File: src/rtl/rast_pkg.sv
// Shared rasterizer types, MSAA mode encodings and the sample step helper.
package rast_pkg;

   localparam int SIGFIG = 24;
   localparam int RADIX  = 10;
   localparam int VERTS  = 3;
   localparam int AXIS   = 3;
   localparam int COLORS = 3;

   localparam logic [3:0] SS_1X  = 4'b1000;
   localparam logic [3:0] SS_4X  = 4'b0100;
   localparam logic [3:0] SS_16X = 4'b0010;
   localparam logic [3:0] SS_64X = 4'b0001;

   typedef enum logic {WAIT_STATE, TEST_STATE} iter_state_t;

   typedef logic signed [SIGFIG-1:0] fix_t;

   typedef struct packed {
      fix_t x;
      fix_t y;
   } pt_t;

   // ll occupies the low half so the box reads as [0]=lower-left, [1]=upper-right.
   typedef struct packed {
      pt_t ur;
      pt_t ll;
   } box_t;

   typedef logic [VERTS-1:0][AXIS-1:0][SIGFIG-1:0] tri_t;
   typedef logic [COLORS-1:0][SIGFIG-1:0]          color_t;

   function automatic fix_t step_size(input logic [3:0] ss);
      fix_t s;
      case (ss)
         SS_4X:   s = fix_t'(1 << (RADIX-1));
         SS_16X:  s = fix_t'(1 << (RADIX-2));
         SS_64X:  s = fix_t'(1 << (RADIX-3));
         default: s = fix_t'(1 << RADIX);
      endcase
      return s;
   endfunction

endpackage

File: src/rtl/sample_iterator_if.sv
// Bounding-box (R13) and sample-test (R14) side buses of the sample iterator.
interface iter_r13_if;
   import rast_pkg::*;

   tri_t       tri_R13S;
   color_t     color_R13U;
   box_t       box_R13S;
   logic       validTri_R13H;
   logic [3:0] subSample_RnnnnU;
   logic       halt_RnnnnL;

   modport master (
      output tri_R13S, color_R13U, box_R13S, validTri_R13H, subSample_RnnnnU,
      input  halt_RnnnnL
   );
   modport slave (
      input  tri_R13S, color_R13U, box_R13S, validTri_R13H, subSample_RnnnnU,
      output halt_RnnnnL
   );
endinterface

interface iter_r14_if;
   import rast_pkg::*;

   tri_t   tri_R14S;
   color_t color_R14U;
   pt_t    sample_R14S;
   logic   validSamp_R14H;

   modport master (output tri_R14S, color_R14U, sample_R14S, validSamp_R14H);
   modport slave  (input  tri_R14S, color_R14U, sample_R14S, validSamp_R14H);
endinterface

File: src/rtl/iter_next_samp.sv
// Combinational raster step: next sample location (x fastest) and last-sample flag.
module iter_next_samp
   import rast_pkg::*;
(
   input  pt_t  samp_i,
   input  fix_t llx_i,
   input  pt_t  ur_i,
   input  fix_t step_i,
   output pt_t  nxt_o,
   output logic at_last_o
);

   always_comb begin
      nxt_o = samp_i;
      if (samp_i.x < ur_i.x) begin
         nxt_o.x = samp_i.x + step_i;
      end else if (samp_i.y < ur_i.y) begin
         nxt_o.x = llx_i;
         nxt_o.y = samp_i.y + step_i;
      end
   end

   assign at_last_o = (samp_i.x == ur_i.x) && (samp_i.y == ur_i.y);

endmodule

File: src/rtl/sample_iterator.sv
// Raster-walks one triangle's box, one sample per cycle, first sample the cycle after accept.
// halt_RnnnnL holds upstream during traversal; ITER_PERF_EN adds triangle/sample counters.
module sample_iterator
   import rast_pkg::*;
(
   input  logic       clk,
   input  logic       rst,
   iter_r13_if.slave  r13,
   iter_r14_if.master r14
`ifdef ITER_PERF_EN
   ,
   output logic [31:0] triCount_RnnnnU,
   output logic [31:0] sampCount_RnnnnU
`endif
);

   iter_state_t state_q;
   tri_t        tri_q;
   color_t      color_q;
   fix_t        llx_q;
   pt_t         ur_q;
   fix_t        step_q;
   pt_t         samp_q;
   logic        vld_q;

   pt_t         samp_d;
   logic        at_last;
   logic        halt_l;
   logic        accept;

   iter_next_samp u_next (
      .samp_i    (samp_q),
      .llx_i     (llx_q),
      .ur_i      (ur_q),
      .step_i    (step_q),
      .nxt_o     (samp_d),
      .at_last_o (at_last)
   );

   // Opening the gate on the last sample lets the next triangle load with no bubble.
   assign halt_l = (state_q == WAIT_STATE) || at_last;
   assign accept = r13.validTri_R13H && halt_l;

   always_ff @(posedge clk or posedge rst) begin
      if (rst) begin
         state_q <= WAIT_STATE;
         vld_q   <= 1'b0;
         samp_q  <= '0;
         tri_q   <= '0;
         color_q <= '0;
         llx_q   <= '0;
         ur_q    <= '0;
         step_q  <= '0;
      end else if (accept) begin
         state_q <= TEST_STATE;
         vld_q   <= 1'b1;
         samp_q  <= r13.box_R13S.ll;
         tri_q   <= r13.tri_R13S;
         color_q <= r13.color_R13U;
         llx_q   <= r13.box_R13S.ll.x;
         ur_q    <= r13.box_R13S.ur;
         step_q  <= step_size(r13.subSample_RnnnnU);
      end else if (state_q == TEST_STATE) begin
         if (at_last) begin
            state_q <= WAIT_STATE;
            vld_q   <= 1'b0;
         end else begin
            samp_q  <= samp_d;
         end
      end
   end

   assign r13.halt_RnnnnL    = halt_l;
   assign r14.tri_R14S       = tri_q;
   assign r14.color_R14U     = color_q;
   assign r14.sample_R14S    = samp_q;
   assign r14.validSamp_R14H = vld_q;

`ifdef ITER_PERF_EN
   logic [31:0] tri_cnt_q;
   logic [31:0] samp_cnt_q;

   always_ff @(posedge clk or posedge rst) begin
      if (rst) begin
         tri_cnt_q  <= '0;
         samp_cnt_q <= '0;
      end else begin
         if (accept) tri_cnt_q  <= tri_cnt_q + 32'd1;
         if (vld_q)  samp_cnt_q <= samp_cnt_q + 32'd1;
      end
   end

   assign triCount_RnnnnU  = tri_cnt_q;
   assign sampCount_RnnnnU = samp_cnt_q;
`endif

   ll_le_ur_a: assert property (@(posedge clk) disable iff (rst)
      accept |-> (r13.box_R13S.ll.x <= r13.box_R13S.ur.x) &&
                 (r13.box_R13S.ll.y <= r13.box_R13S.ur.y));

endmodule

File: src/flat_wrapper.sv
// flat-port wrapper written by rule: the top's interface ports become plain ports
module sample_iterator_flat import rast_pkg::*;
  (clk, rst, r13_tri_R13S, r13_color_R13U, r13_box_R13S, r13_validTri_R13H, r13_subSample_RnnnnU, r13_halt_RnnnnL, r14_tri_R14S, r14_color_R14U, r14_sample_R14S, r14_validSamp_R14H);
  iter_r13_if r13_i ();
  iter_r14_if r14_i ();
  input  logic clk;
  input  logic rst;
  input wire logic [$bits(r13_i.tri_R13S)-1:0] r13_tri_R13S;
  input wire logic [$bits(r13_i.color_R13U)-1:0] r13_color_R13U;
  input wire logic [$bits(r13_i.box_R13S)-1:0] r13_box_R13S;
  input wire logic [$bits(r13_i.validTri_R13H)-1:0] r13_validTri_R13H;
  input wire logic [$bits(r13_i.subSample_RnnnnU)-1:0] r13_subSample_RnnnnU;
  output wire logic [$bits(r13_i.halt_RnnnnL)-1:0] r13_halt_RnnnnL;
  output wire logic [$bits(r14_i.tri_R14S)-1:0] r14_tri_R14S;
  output wire logic [$bits(r14_i.color_R14U)-1:0] r14_color_R14U;
  output wire logic [$bits(r14_i.sample_R14S)-1:0] r14_sample_R14S;
  output wire logic [$bits(r14_i.validSamp_R14H)-1:0] r14_validSamp_R14H;
  assign r13_i.tri_R13S = r13_tri_R13S;
  assign r13_i.color_R13U = r13_color_R13U;
  assign r13_i.box_R13S = r13_box_R13S;
  assign r13_i.validTri_R13H = r13_validTri_R13H;
  assign r13_i.subSample_RnnnnU = r13_subSample_RnnnnU;
  assign r13_halt_RnnnnL = r13_i.halt_RnnnnL;
  assign r14_tri_R14S = r14_i.tri_R14S;
  assign r14_color_R14U = r14_i.color_R14U;
  assign r14_sample_R14S = r14_i.sample_R14S;
  assign r14_validSamp_R14H = r14_i.validSamp_R14H;
  sample_iterator u_core (.clk(clk), .rst(rst), .r13(r13_i), .r14(r14_i));
endmodule
File: config.mk
export PLATFORM = sky130hd
export DESIGN_NAME = sample_iterator_flat
export DESIGN_NICKNAME = d
export VERILOG_FILES = /design/src/rtl/rast_pkg.sv /design/src/rtl/sample_iterator_if.sv /design/src/rtl/iter_next_samp.sv /design/src/rtl/sample_iterator.sv /design/src/flat_wrapper.sv
export SDC_FILE = /design/constraint.sdc
export NUM_CORES = 1
export LEC_CHECK = 0
export CELL_PAD_IN_SITES_DETAIL_PLACEMENT = 1
export CELL_PAD_IN_SITES_GLOBAL_PLACEMENT = 2
export CORE_MARGIN = 2
export CORE_UTILIZATION = 22
export DETAILED_ROUTE_END_ITERATION = 8
export PLACE_DENSITY_LB_ADDON = 0.1
export SLEW_MARGIN = 20
export SYNTH_ARGS = -nofsm -noshare
export SYNTH_HDL_FRONTEND = slang
export SYNTH_SLANG_ARGS = --single-unit
File: constraint.sdc
create_clock -name clk -period 14.5 [get_ports clk]
set_input_delay 2.9 -clock clk [delete_from_list [all_inputs] [get_ports clk]]
set_output_delay 2.9 -clock clk [all_outputs]
set_load 0.02 [all_outputs]
# Word level (Yosys, flattened, before mapping)
# Index checks and enable logic that the tools add are counted.
[totals] wordCells=55 regBits=434 output_inout_bits=338
[classes] n_eq_ne=7 reduce_logical=10 bitwise_logic=1 order_cmp=2 add_sub_neg=2 mux=13
[op_table] operator="$mux 48" n=4
[op_table] operator="$add 24x24->24" n=2
[op_table] operator="$eq 24x24->1" n=2
[op_table] operator="$lt 24x24->1" n=2
[op_table] operator="$mux 24" n=2
[op_table] operator="$pmux 11 s3" n=1
[op_table] operator="$mux 1" n=6
[op_table] operator="$reduce_bool 2->1" n=3
[op_table] operator="$eq 4x1->1 const B" n=1
[op_table] operator="$eq 4x2->1 const B" n=1
[op_table] operator="$eq 4x3->1 const B" n=1
[op_table] operator="$reduce_and 4->1" n=1
[op_table] operator="$reduce_and 3->1" n=1
[op_table] operator="$reduce_bool 3->1" n=1
[op_table] operator="$logic_and 1x1->1" n=2
[op_table] operator="$ne 2x1->1 const B" n=1
[op_table] operator="$ne 2x2->1 const B" n=1
[op_table] operator="$reduce_and 2->1" n=1
[op_table] operator="$logic_or 1x1->1" n=1
[op_table] operator="$not 1->1" n=1

# Logic depth before layout (Yosys ltp)
# Gate-level depths: netlist (run 1).
[logic_depth] word_depth=6 depth_mapped=12 mapped_depth_nobuf=11

# By module
# Synthesis (run 1) repeated with hierarchy kept, for this count alone.
[hier_totals] cells_unflattened=1599 hier_area_um2=21514.4
[by_module_without_submodules] module="sample_iterator" area_each_um2=17172.7 n_inst=1 cells_each=996
[by_module_without_submodules] module="iter_next_samp" area_each_um2=4341.7 n_inst=1 cells_each=603

# Worst setup path before layout (run 1)
# Ideal clock, no wire load.
[synth_timing] kind="reg-to-output" startpoint="register u_core.samp_q, in the netlist u_core.r14.sample_R14S[35]" endpoint="output r13_halt_RnnnnL" t_arrival_ns=1.683 path_buffers=0 setup_slack_ns=9.917 stages_incl_launch_ff=6 path_cell_list="dfrtp_1 -> ha_1 -> nand4_1 -> nor4_2 -> a31oi_2 -> clkinv_2"
[synth_via] elab_chain_len=3
[synth_lines] element="start, declared" line_no="sample_iterator.sv:23" text="pt_t samp_q;"
[synth_lines] element="start signal, assigned" line_no="sample_iterator.sv:57" text="samp_q <= r13.box_R13S.ll;"
[synth_lines] element="start signal, assigned" line_no="sample_iterator.sv:68" text="samp_q <= samp_d;"
[synth_lines] element="$eq 24x24->1" line_no="iter_next_samp.sv:23" text="assign at_last_o = (samp_i.x == ur_i.x) && (samp_i.y == ur_i.y);"
[synth_lines] element="$logic_and 1x1->1" line_no="iter_next_samp.sv:23"
[synth_lines] element="$logic_or 1x1->1" line_no="sample_iterator.sv:41" text="assign halt_l = (state_q == WAIT_STATE) || at_last;"
[synth_lines] element="end, declared" line_no="flat_wrapper.sv:13" text="output wire logic [$bits(r13_i.halt_RnnnnL)-1:0] r13_halt_RnnnnL;"
# Every way passes these cells.

# Worst setup path after layout (run 1)
[layout_timing] startpoint="register u_core.samp_q, in the netlist u_core.r14.sample_R14S[47]" endpoint="output r13_halt_RnnnnL"
# The elaborated chain is that of the path after synthesis.

==> results of run 1 <==
cell usage in the layout (no fill, tap or decap), drive strengths merged, types with 4 or more instances in the layout:
master	Yosys	routed
nor2b	6	6
mux2	14	14
diode	0	8
o221a	6	6
xnor2	11	11
dfrtp	414	414
nand2	1042	1042
nor4	7	7
nand4	21	21
nor2	31	31
buf	52	14
o22ai	8	8
a21oi	49	49
nor3	16	16
clkinv	1	14
o31ai	14	14
o21ai	72	72
clkdlybuf4s50	0	728
inv	61	62
a211oi	11	11
ha	56	56
xor2	5	5
clkbuf	50	82
nand3	17	17
and3	4	4
a31oi	10	10
nand2b	8	8
a2bb2oi	7	7
o211ai	11	11
sequential cells by signal (all words and copies together), names as in the netlist:
register / cells
u_core.r14.sample_R14S: 48
u_core.ur_q: 48
u_core.llx_q: 24
u_core.r14.tri_R14S: 216
u_core.state_q: 1
u_core.r14.color_R14U: 72
u_core.step_q: 4
u_core.r14.validSamp_R14H: 1
worst max-delay path: stages (launching register included):
cell and delay [ns]:
dfrtp_1 0.47, ha_1 0.56, nand4_4 0.19, nor4_2 0.47, a31oi_2 0.24, clkinv_2 0.22
clkdlybuf4s50_1 0.64
Yosys cell counts, types with 2 or more instances:
| master | count | area share |
|---|---|---|
| a221oi_1 | 2 | 0.00096 |
| clkbuf_1 | 50 | 0.010 |
| o21ai_0 | 69 | 0.019 |
| nor3_1 | 14 | 0.0038 |
| buf_1 | 9 | 0.0019 |
| buf_2 | 39 | 0.011 |
| a31oi_1 | 9 | 0.0031 |
| o22ai_1 | 8 | 0.0027 |
| nor4_4 | 2 | 0.0023 |
| o221a_2 | 6 | 0.0037 |
| mux2_4 | 10 | 0.0082 |
| nor4_2 | 3 | 0.0021 |
| or3_1 | 2 | 0.00069 |
| xnor2_1 | 11 | 0.0053 |
| nand3_1 | 16 | 0.0044 |
| and3_1 | 4 | 0.0014 |
| dfrtp_1 | 414 | 0.57 |
| a21oi_1 | 47 | 0.013 |
| buf_6 | 3 | 0.0019 |
| a21oi_2 | 2 | 0.00096 |
| o21bai_1 | 3 | 0.0012 |
| and2_1 | 2 | 0.00069 |
| nor4_1 | 2 | 0.00069 |
| o22a_1 | 2 | 0.00096 |
| nand2_1 | 1042 | 0.21 |
| fa_1 | 2 | 0.0022 |
| o21ai_1 | 2 | 0.00055 |
| a21o_1 | 3 | 0.0012 |
| nand4b_1 | 3 | 0.0014 |
| ha_1 | 56 | 0.038 |
| a311o_1 | 3 | 0.0016 |
| nor2b_1 | 6 | 0.0021 |
| nand4_1 | 19 | 0.0065 |
| a211oi_1 | 10 | 0.0041 |
| a2bb2oi_2 | 7 | 0.0058 |
| xor2_1 | 5 | 0.0024 |
| inv_1 | 61 | 0.013 |
| mux2_2 | 4 | 0.0025 |
| o2111ai_1 | 3 | 0.0014 |
| o211ai_1 | 11 | 0.0045 |
| o31ai_1 | 13 | 0.0054 |
| nor2_1 | 30 | 0.0062 |
| nand2b_1 | 8 | 0.0027 |
routing by layer:
layer	vias to the layer above	GRT usage	wire, um
met2	451	0.350	43600
li1	7948	-	-
met1	8399	0.222	32500
met4	24	0.0471	1820
met3	119	0.0633	6150
met5	-	0	162
layout make-up:
| cell class | count | area [um2] |
|---|---|---|
| fillers | 9376 | 53700 |
| flip-flops and latches | 414 | 10400 |
| repair buffers | 742 | 7430 |
| multi-input cells | 1466 | 7200 |
| clock buffers | 82 | 1650 |
| well taps | 1070 | 1340 |
| inverters | 62 | 241 |
| clock inverters | 18 | 194 |
| diodes | 8 | 20.0 |
per-stage QoR:
stage,cell area [um2],hold slack [ns]
global placement,26600,0.453
finish,28400,0.471
floorplan,18200,0.417
CTS,28400,0.477
global route,28400,0.493
detailed placement,26600,0.461
final timing paths:
check	start	slack, ns	to	depth (start not counted)
worst max-delay path	u_core.r14.sample_R14S[47]	8.19	r13_halt_RnnnnL	6
worst min register to register	u_core.llx_q[7]	0.47	u_core.llx_q[7]	2
max in group asynchronous	rst	9.22	u_core.r14.tri_R14S[152]	4
worst min-delay path	u_core.llx_q[7]	0.47	u_core.llx_q[7]	2
worst max register to register	u_core.r14.sample_R14S[41]	9.88	u_core.r14.sample_R14S[35]	11
min in group asynchronous	rst	2.87	u_core.r14.color_R14U[53]	2
power by group:
group	internal (mW)	leakage (nW)	switching [mW]	total [mW]
Combinational	0.688	7.15	0.800	1.49
Sequential	1.33	5.16	0.177	1.51
Clock	0.834	0.919	0.558	1.39
cell families after synthesis:
kind of cell,synth area share
simple gates,0.255
mux,0.0113
fa+ha+maj,0.0406
compound gates,0.0790
buf+inv,0.0379
xor+xnor,0.00768
flops,0.568
==> flow_metrics.py, run 1 <==
metrics = {
    "yosys": {
        "synth_nets": 2493,
        "synth_flop_cell": "dfrtp_1",
        "yosys_warnings": 0,
        "async_flop_share": 1.00,
        "synth_area_um2": 18200,
        "synth.yosys.seq_area_share": 0.568,
        "synth.avg_cell_area_um2": 8.92,
        "syn_inst": 2044,
        "synth_cell_types": 70,
        "synth_edf_count": 0,
        "ys_seq_elements": 414,
    },
    "routing": {
        "routed_via_density": 4.39,
        "detail_route.wl_per_cell_um": 21.8,
        "antenna_left": 0,
        "totalWireLength_um": 84300,
        "dr.pass1.iters": 4,
        "vias": 16900,
        "drt_iter0_drc": 676,
        "drcViolationCount": 0,
    },
    "setup_path": {
        "crit_path_start_kind": "flip-flop",
        "crit_arrival_ns": 3.41,
        "crit_fanout": 8,
        "path_class": "reg -> out",
        "required_ns": 11.60,
        "end_kind": "output port",
    },
    "floorplanning": {
        "die_x_um": 292,
        "die_h_um": 292,
        "core_um2": 82100,
        "rows": 105,
        "start_util": 0.222,
        "ios": 729,
        "die_area_um2": 85200,
    },
    "clock_network": {
        "path_clk_slew_ns": 0.06,
        "insertion_delay_ns": 0.61,
        "cts_buffer_depth": 3,
        "cts_setup_buffers": 0,
        "cts_tree": "yes",
        "cts_resized": 0,
        "cts_hold_buffers": 0,
        "cts_sinks": 414,
        "htreeDepth": 2,
        "cts_made_buffers": 53,
        "cts_root_buffer": "clkbuf_16",
    },
    "sta": {
        "final_hold_viol_count": 0,
        "post-route-min-period_ns": 6.31,
        "setup_viol": 0,
        "fin_ws_ns": 8.19,
        "tns_ns": 0,
        "tightest_slew_ns": 1.03,
        "worst_clock_skew_ns": 0.0264,
        "rsz0062_at_grt": "false",
        "slew_violations": 0,
        "max_freq_mhz": 159,
        "slew_headroom": 0.315,
        "min_period_over_period": 0.435,
    },
    "layout": {
        "fin_cells": 3862,
        "drive_gt1_frac": 0.0568,
        "areaGrowthSynthToFinish_pct": 55.9,
        "final_nets": 3188,
        "final_util": 0.346,
    },
    "job": {
        "drv_cap": 0,
    },
    "placed_design": {
        "preCtsSetupSlack_ns": 7.95,
        "place_congestion": 0.808,
        "dp_hpwl_um": 62800,
        "dp_cells": 3754,
        "io_buffers": 728,
    },
    "grt": {
        "grtUsageTotal": 0.195,
        "grt_pass1_wl_um": 125000,
        "antenna_found_initial": 22,
        "grt_pass1_vias": 18400,
        "grt_max_degree": 193,
        "gr-total-overflow": 0,
    },
    "pwr": {
        "leakage_nw": 13.2,
        "peakVddDrop_mv": 0.0909,
        "power_density_nw_per_um2": 154,
        "p_total_mw": 4.39,
    },
    "outcome": {
        "outcome": "completed",
    },
    "worst_hold_path": {
        "holdCritPathClass": "reg -> reg",
    },
}
(Power assumes the default switching activity.)
==> run 2: changes to the inputs <==
--- a/config.mk
+++ b/config.mk
@@ -7,9 +7,9 @@
 export LEC_CHECK = 0
 export CELL_PAD_IN_SITES_DETAIL_PLACEMENT = 1
 export CELL_PAD_IN_SITES_GLOBAL_PLACEMENT = 2
-export CORE_MARGIN = 2
-export CORE_UTILIZATION = 22
+export CORE_AREA = 2 2 282 284
 export DETAILED_ROUTE_END_ITERATION = 8
+export DIE_AREA = 0 0 284 286
 export PLACE_DENSITY_LB_ADDON = 0.1
 export SLEW_MARGIN = 20
 export SYNTH_ARGS = -nofsm -noshare
==> constraint.sdc (replaced) <==
create_clock -name clk -period 5.9 [get_ports clk]
set_input_delay 1.18 -clock clk [delete_from_list [all_inputs] [get_ports clk]]
set_output_delay 1.18 -clock clk [all_outputs]
set_load 0.02 [all_outputs]
==> run 2 against run 1 <==
- clock-buffer cell count grew 4
- clock power grew 140%
- non-clock buffer count grew 5
- hold slack lost 0.025 ns
- sequential power grew 140%
- highest routed layer unchanged
- power grew 140%
==> flow_metrics.py, run 2 (synthesized netlist as in run 1, its figures left out) <==
metrics = {
    "placed_design": {
        "dp_cells": 3739,
        "dp_hpwl_um": 63800,
        "io_buffers": 728,
        "preCtsSetupSlack_ns": 2.06,
        "place_congestion": 0.811,
    },
    "pwr": {
        "p_total_mw": 10.7,
        "peakVddDrop_mv": 0.302,
        "leakage_nw": 13.2,
        "power_density_nw_per_um2": 378,
    },
    "routing": {
        "antenna_left": 0,
        "vias": 16900,
        "routed_via_density": 4.40,
        "drt_iter0_drc": 860,
        "detail_route.wl_per_cell_um": 22.4,
        "totalWireLength_um": 86000,
        "drcViolationCount": 0,
        "dr.pass1.iters": 4,
    },
    "clock_network": {
        "cts_hold_buffers": 0,
        "cts_made_buffers": 55,
        "cts_buffer_depth": 3,
        "cts_sinks": 414,
        "insertion_delay_ns": 0.63,
        "cts_tree": "yes",
        "path_clk_slew_ns": 0.06,
        "cts_root_buffer": "clkbuf_16",
        "cts_setup_buffers": 0,
        "cts_resized": 0,
        "htreeDepth": 2,
    },
    "grt": {
        "grt_max_degree": 174,
        "grtUsageTotal": 0.207,
        "gr-total-overflow": 0,
        "grt_pass1_vias": 18300,
        "antenna_found_initial": 24,
        "grt_pass1_wl_um": 126000,
    },
    "layout": {
        "final_common_cell": "nand2_1",
        "largest_register_ffs": 216,
        "fin_cells": 3845,
        "layout_common_cells": "nand2_1 (1041), clkdlybuf4s50_1 (728), dfrtp_1 (414)",
        "areaGrowthSynthToFinish_pct": 55.7,
        "drive_gt1_frac": 0.0532,
        "nFillCells": 9008,
        "final_nets": 3195,
    },
    "floorplanning": {
        "die_x_um": 284,
        "rows": 103,
        "ios": 729,
        "start_util": 0.233,
        "die_area_um2": 81200,
        "die_h_um": 286,
        "core_um2": 78400,
    },
    "setup_path": {
        "reg2reg_slack_ns": 2.16,
        "crit_fanout": 8,
        "crit_family": "buffers and inverters",
        "ff2ff_path_depth": 9,
        "path_cells": "ha_1, nand4_4, nor4_2, a31oi_2, clkinv_2, clkdlybuf4s50_1",
        "crit_path_start_kind": "flip-flop",
        "regToRegEndpoint": "u_core.r14.sample_R14S[25]",
        "end_kind": "output port",
        "startpoint": "u_core.r14.sample_R14S[47]",
        "cp-endpoint": "r13_halt_RnnnnL",
        "max_stage_delay_ns": 0.63,
        "path_class": "reg -> out",
        "slowest_stage": "clkdlybuf4s50_1",
        "critPathBufInv": 2,
        "cp.depth": 6,
        "rr_startpoint": "u_core.r14.sample_R14S[47]",
        "crit_arrival_ns": 3.28,
        "required_ns": 4.72,
    },
    "sta": {
        "slew_headroom": 0.278,
        "max_freq_mhz": 224,
        "tns_ns": 0,
        "post-route-min-period_ns": 4.46,
        "worst_clock_skew_ns": 0.0229,
        "setup_viol": 0,
        "min_period_over_period": 0.755,
        "slew_violations": 0,
        "final_hold_viol_count": 0,
        "tightest_slew_ns": 1.08,
        "rsz0062_at_grt": "false",
        "fin_ws_ns": 1.44,
    },
    "job": {
        "drv_cap": 0,
    },
    "outcome": {
        "outcome": "completed",
    },
    "worst_hold_path": {
        "holdCritPathClass": "reg -> reg",
    },
}
run 2: metal layers:
metal,part of all wire,track usage,up-vias
met1,0.39,0.237,8396
met4,0.016,0.0504,26
li1,-,-,7962
met5,0.0017,0,-
met2,0.52,0.369,428
met3,0.077,0.0719,99
run 2: worst min path at each step:
stage | endpoint | slack, ns | start | cells past startpoint
2_1_floorplan | u_core.r14.validSamp_R14H | 0.42 | u_core.state_q | 1
3_3_place_gp | u_core.r14.validSamp_R14H | 0.43 | u_core.state_q | 1
3_5_place_dp | u_core.r14.validSamp_R14H | 0.45 | u_core.state_q | 1
4_1_cts | u_core.r14.validSamp_R14H | 0.45 | u_core.state_q | 1
5_1_grt | u_core.r14.validSamp_R14H | 0.49 | u_core.state_q | 1
6_report | u_core.r14.validSamp_R14H | 0.45 | u_core.state_q | 1
run 2: cell type report:
cell class / count / area [um2] / area share
Multi-Input combinational cell: 1466 / 7200 / 0.254
Inverter: 62 / 238 / 0.00837
Clock inverter: 8 / 128 / 0.00450
Sequential cell: 414 / 10400 / 0.365
Antenna cell: 12 / 30.0 / 0.00106
Timing Repair Buffer: 747 / 7500 / 0.264
Clock buffer: 86 / 1610 / 0.0568
Tap cell: 1050 / 1310 / 0.0463
run 2: power by group:
| part | total, mW | internal [mW] | switching, mW |
|---|---|---|---|
| registers | 3.65 | 3.28 | 0.363 |
| logic | 3.77 | 1.70 | 2.07 |
| clock network | 3.31 | 1.95 | 1.37 |
| total | 10.7 | 6.93 | 3.80 |
run 2: stage by stage:
step                 util  hold slack, ns  area [um2]
finish              0.362           0.446       28400
global route        0.362           0.493       28400
CTS                 0.362           0.453       28400
detailed placement  0.340           0.446       26600
global placement    0.340           0.435       26600
floorplan               -           0.417       18200
==> run 3: changes to the inputs <==
==> constraint.sdc (replaced) <==
create_clock -name clk -period 4.2 [get_ports clk]
set_input_delay 0.84 -clock clk [delete_from_list [all_inputs] [get_ports clk]]
set_output_delay 0.84 -clock clk [all_outputs]
set_load 0.02 [all_outputs]
==> run 3 against run 2 <==
- clock power rose by 51%
- largest cell class unchanged
- non-clock buffer count increased by 16
- utilization grew 0.48 points
- clock skew is 0.0044 ns higher
- critical path depth unchanged
- sequential power grew 41%
- global-route usage down 0.22 points
- final cell count rose by 0.42%
- critical path type unchanged
- via count rose by 0.32%
- first-iteration DRC count is 7.3% lower
==> flow_metrics.py, run 3 (synthesized netlist as in run 1, its figures left out) <==
metrics = {
    "floorplanning": {
        "die_h_um": 286,
        "core_um2": 78400,
        "ios": 729,
        "die_area_um2": 81200,
        "rows": 103,
        "die_x_um": 284,
        "start_util": 0.233,
    },
    "sta": {
        "min_period_over_period": 0.950,
        "slew_headroom": 0.485,
        "max_freq_mhz": 251,
        "worst_clock_skew_ns": 0.0273,
        "slew_violations": 0,
        "post-route-min-period_ns": 3.99,
        "whs_ns": 0.460,
        "tightest_slew_ns": 0.770,
        "setup_viol": 0,
        "final_hold_viol_count": 0,
        "tns_ns": 0,
        "rsz0062_at_grt": "false",
        "fin_ws_ns": 0.210,
    },
    "placed_design": {
        "place_area_um2": 26800,
        "dp_cells": 3755,
        "preCtsSetupSlack_ns": 0.687,
        "io_buffers": 728,
        "dp_hpwl_um": 64500,
        "place_congestion": 0.804,
    },
    "worst_hold_path": {
        "hold_path_depth": 1,
        "holdCritPathClass": "reg -> reg",
    },
    "routing": {
        "drt_iter0_drc": 797,
        "drcViolationCount": 0,
        "topRoutingLayerUsed": "met5",
        "dr_wl_met2_um": 44200,
        "detail_route.wl_per_cell_um": 22.0,
        "totalWireLength_um": 85100,
        "dr_wl_met3_um": 6310,
        "dr.pass1.iters": 4,
        "vias": 17000,
        "wl_met1_um": 33000,
        "routed_via_density": 4.39,
        "antenna_left": 0,
    },
    "setup_path": {
        "max_stage_delay_ns": 0.63,
        "crit_family": "buffers and inverters",
        "crit_arrival_ns": 3.15,
        "cp.depth": 6,
        "crit_path_start_kind": "flip-flop",
        "slowest_stage": "clkdlybuf4s50_1",
        "ff2ff_path_depth": 9,
        "end_kind": "output port",
        "required_ns": 3.36,
        "path_cells": "ha_1, nand4_1, nor4_4, a31oi_2, clkinv_2, clkdlybuf4s50_1",
        "critPathBufInv": 2,
        "path_class": "reg -> out",
        "crit_fanout": 8,
    },
    "pwr": {
        "leakage_nw": 13.4,
        "peakVddDrop_mv": 0.303,
        "power_density_nw_per_um2": 537,
        "p_total_mw": 15.4,
    },
    "grt": {
        "grt_pass1_vias": 18500,
        "grtUsageTotal": 0.205,
        "gr-total-overflow": 0,
        "antenna_found_initial": 16,
        "grt_pass1_wl_um": 125000,
        "grt_max_degree": 116,
    },
    "clock_network": {
        "cts_tree": "yes",
        "htreeDepth": 2,
        "cts_root_buffer": "clkbuf_16",
        "path_clk_slew_ns": 0.06,
        "cts_sinks": 414,
        "cts_made_buffers": 54,
        "cts_buffer_depth": 3,
        "insertion_delay_ns": 0.61,
    },
    "layout": {
        "final_cell_area_um2": 28800,
        "final_util": 0.367,
        "layout_common_cells": "nand2_1 (1041), clkdlybuf4s50_1 (728), dfrtp_1 (414)",
        "areaGrowthSynthToFinish_pct": 57.7,
        "drive_gt1_frac": 0.0639,
        "largest_register_ffs": 216,
        "final_common_cell": "nand2_1",
        "final_nets": 3210,
        "fin_cells": 3861,
    },
    "outcome": {
        "outcome": "completed",
    },
    "job": {
        "drv_cap": 0,
    },
}
==> run 3: changes by cell type in the layout (fill, tap and decap cells not counted), moves of 2 or more <==
| cell | change |
|---|---|
| clkinv_8 | -2 |
| clkbuf_1 | -13 |
| diode_2 | -3 |
| clkinv_2 | +6 |
| buf_12 | +7 |
| clkbuf_8 | +6 |
| bufinv_16 | +4 |
| buf_4 | +9 |
==> run 3: worst register-to-register path, cell delays in order, from the launching register on <==
cell	delay, ns
dfrtp_1	0.49
ha_1	0.36
nand4_1	0.30
nor4_4	0.38
a31oi_2	0.20
clkinv_2	0.19
nor4_2	0.10
o22a_4	0.29
nor2_4	0.57
mux2_2	0.43
==> run 3: path summary, 6_finish.rpt <==
path | from | end | slack [ns]
max reg2reg | u_core.r14.sample_R14S[41] | u_core.r14.sample_R14S[43] | 0.78
min reg2reg | u_core.state_q | u_core.r14.validSamp_R14H | 0.46
min | u_core.state_q | u_core.r14.validSamp_R14H | 0.46
max | u_core.r14.sample_R14S[41] | r13_halt_RnnnnL | 0.21
min in group asynchronous | rst | u_core.step_q[10] | 0.65
max in group asynchronous | rst | u_core.r14.color_R14U[37] | 2.60
==> run 3: layout make-up <==
class,instances,area (um2)
Sequential cell,414,10400
Clock buffer,79,1650
Inverter,62,238
Fill cell,9055,49600
Timing Repair Buffer,763,7710
Multi-Input combinational cell,1466,7210
Tap cell,1050,1310
Antenna cell,9,22.5
Clock inverter,18,263
==> run 3: routing by layer <==
layer  vias to the layer above  global-route usage
li1                       7995                   -
met1                      8385               0.235
met2                       456               0.372
met3                       103              0.0659
met4                        26              0.0420
met5                         -                   0
==> run 3: repair_timing <==
| item | CTS | global route |
|---|---|---|
| resized for setup | 0 | 1 |
| hold buffers | 0 | 0 |
| endpoints found under the setup margin | 0 | 1 |
| buffers inserted | 0 | 0 |
==> run 3: report_power, final <==
| group | switching [mW] | total [mW] | internal, mW |
|---|---|---|---|
| Combinational | 2.86 | 5.30 | 2.44 |
| Sequential | 0.525 | 5.14 | 4.61 |
| Clock | 1.93 | 5.00 | 3.07 |
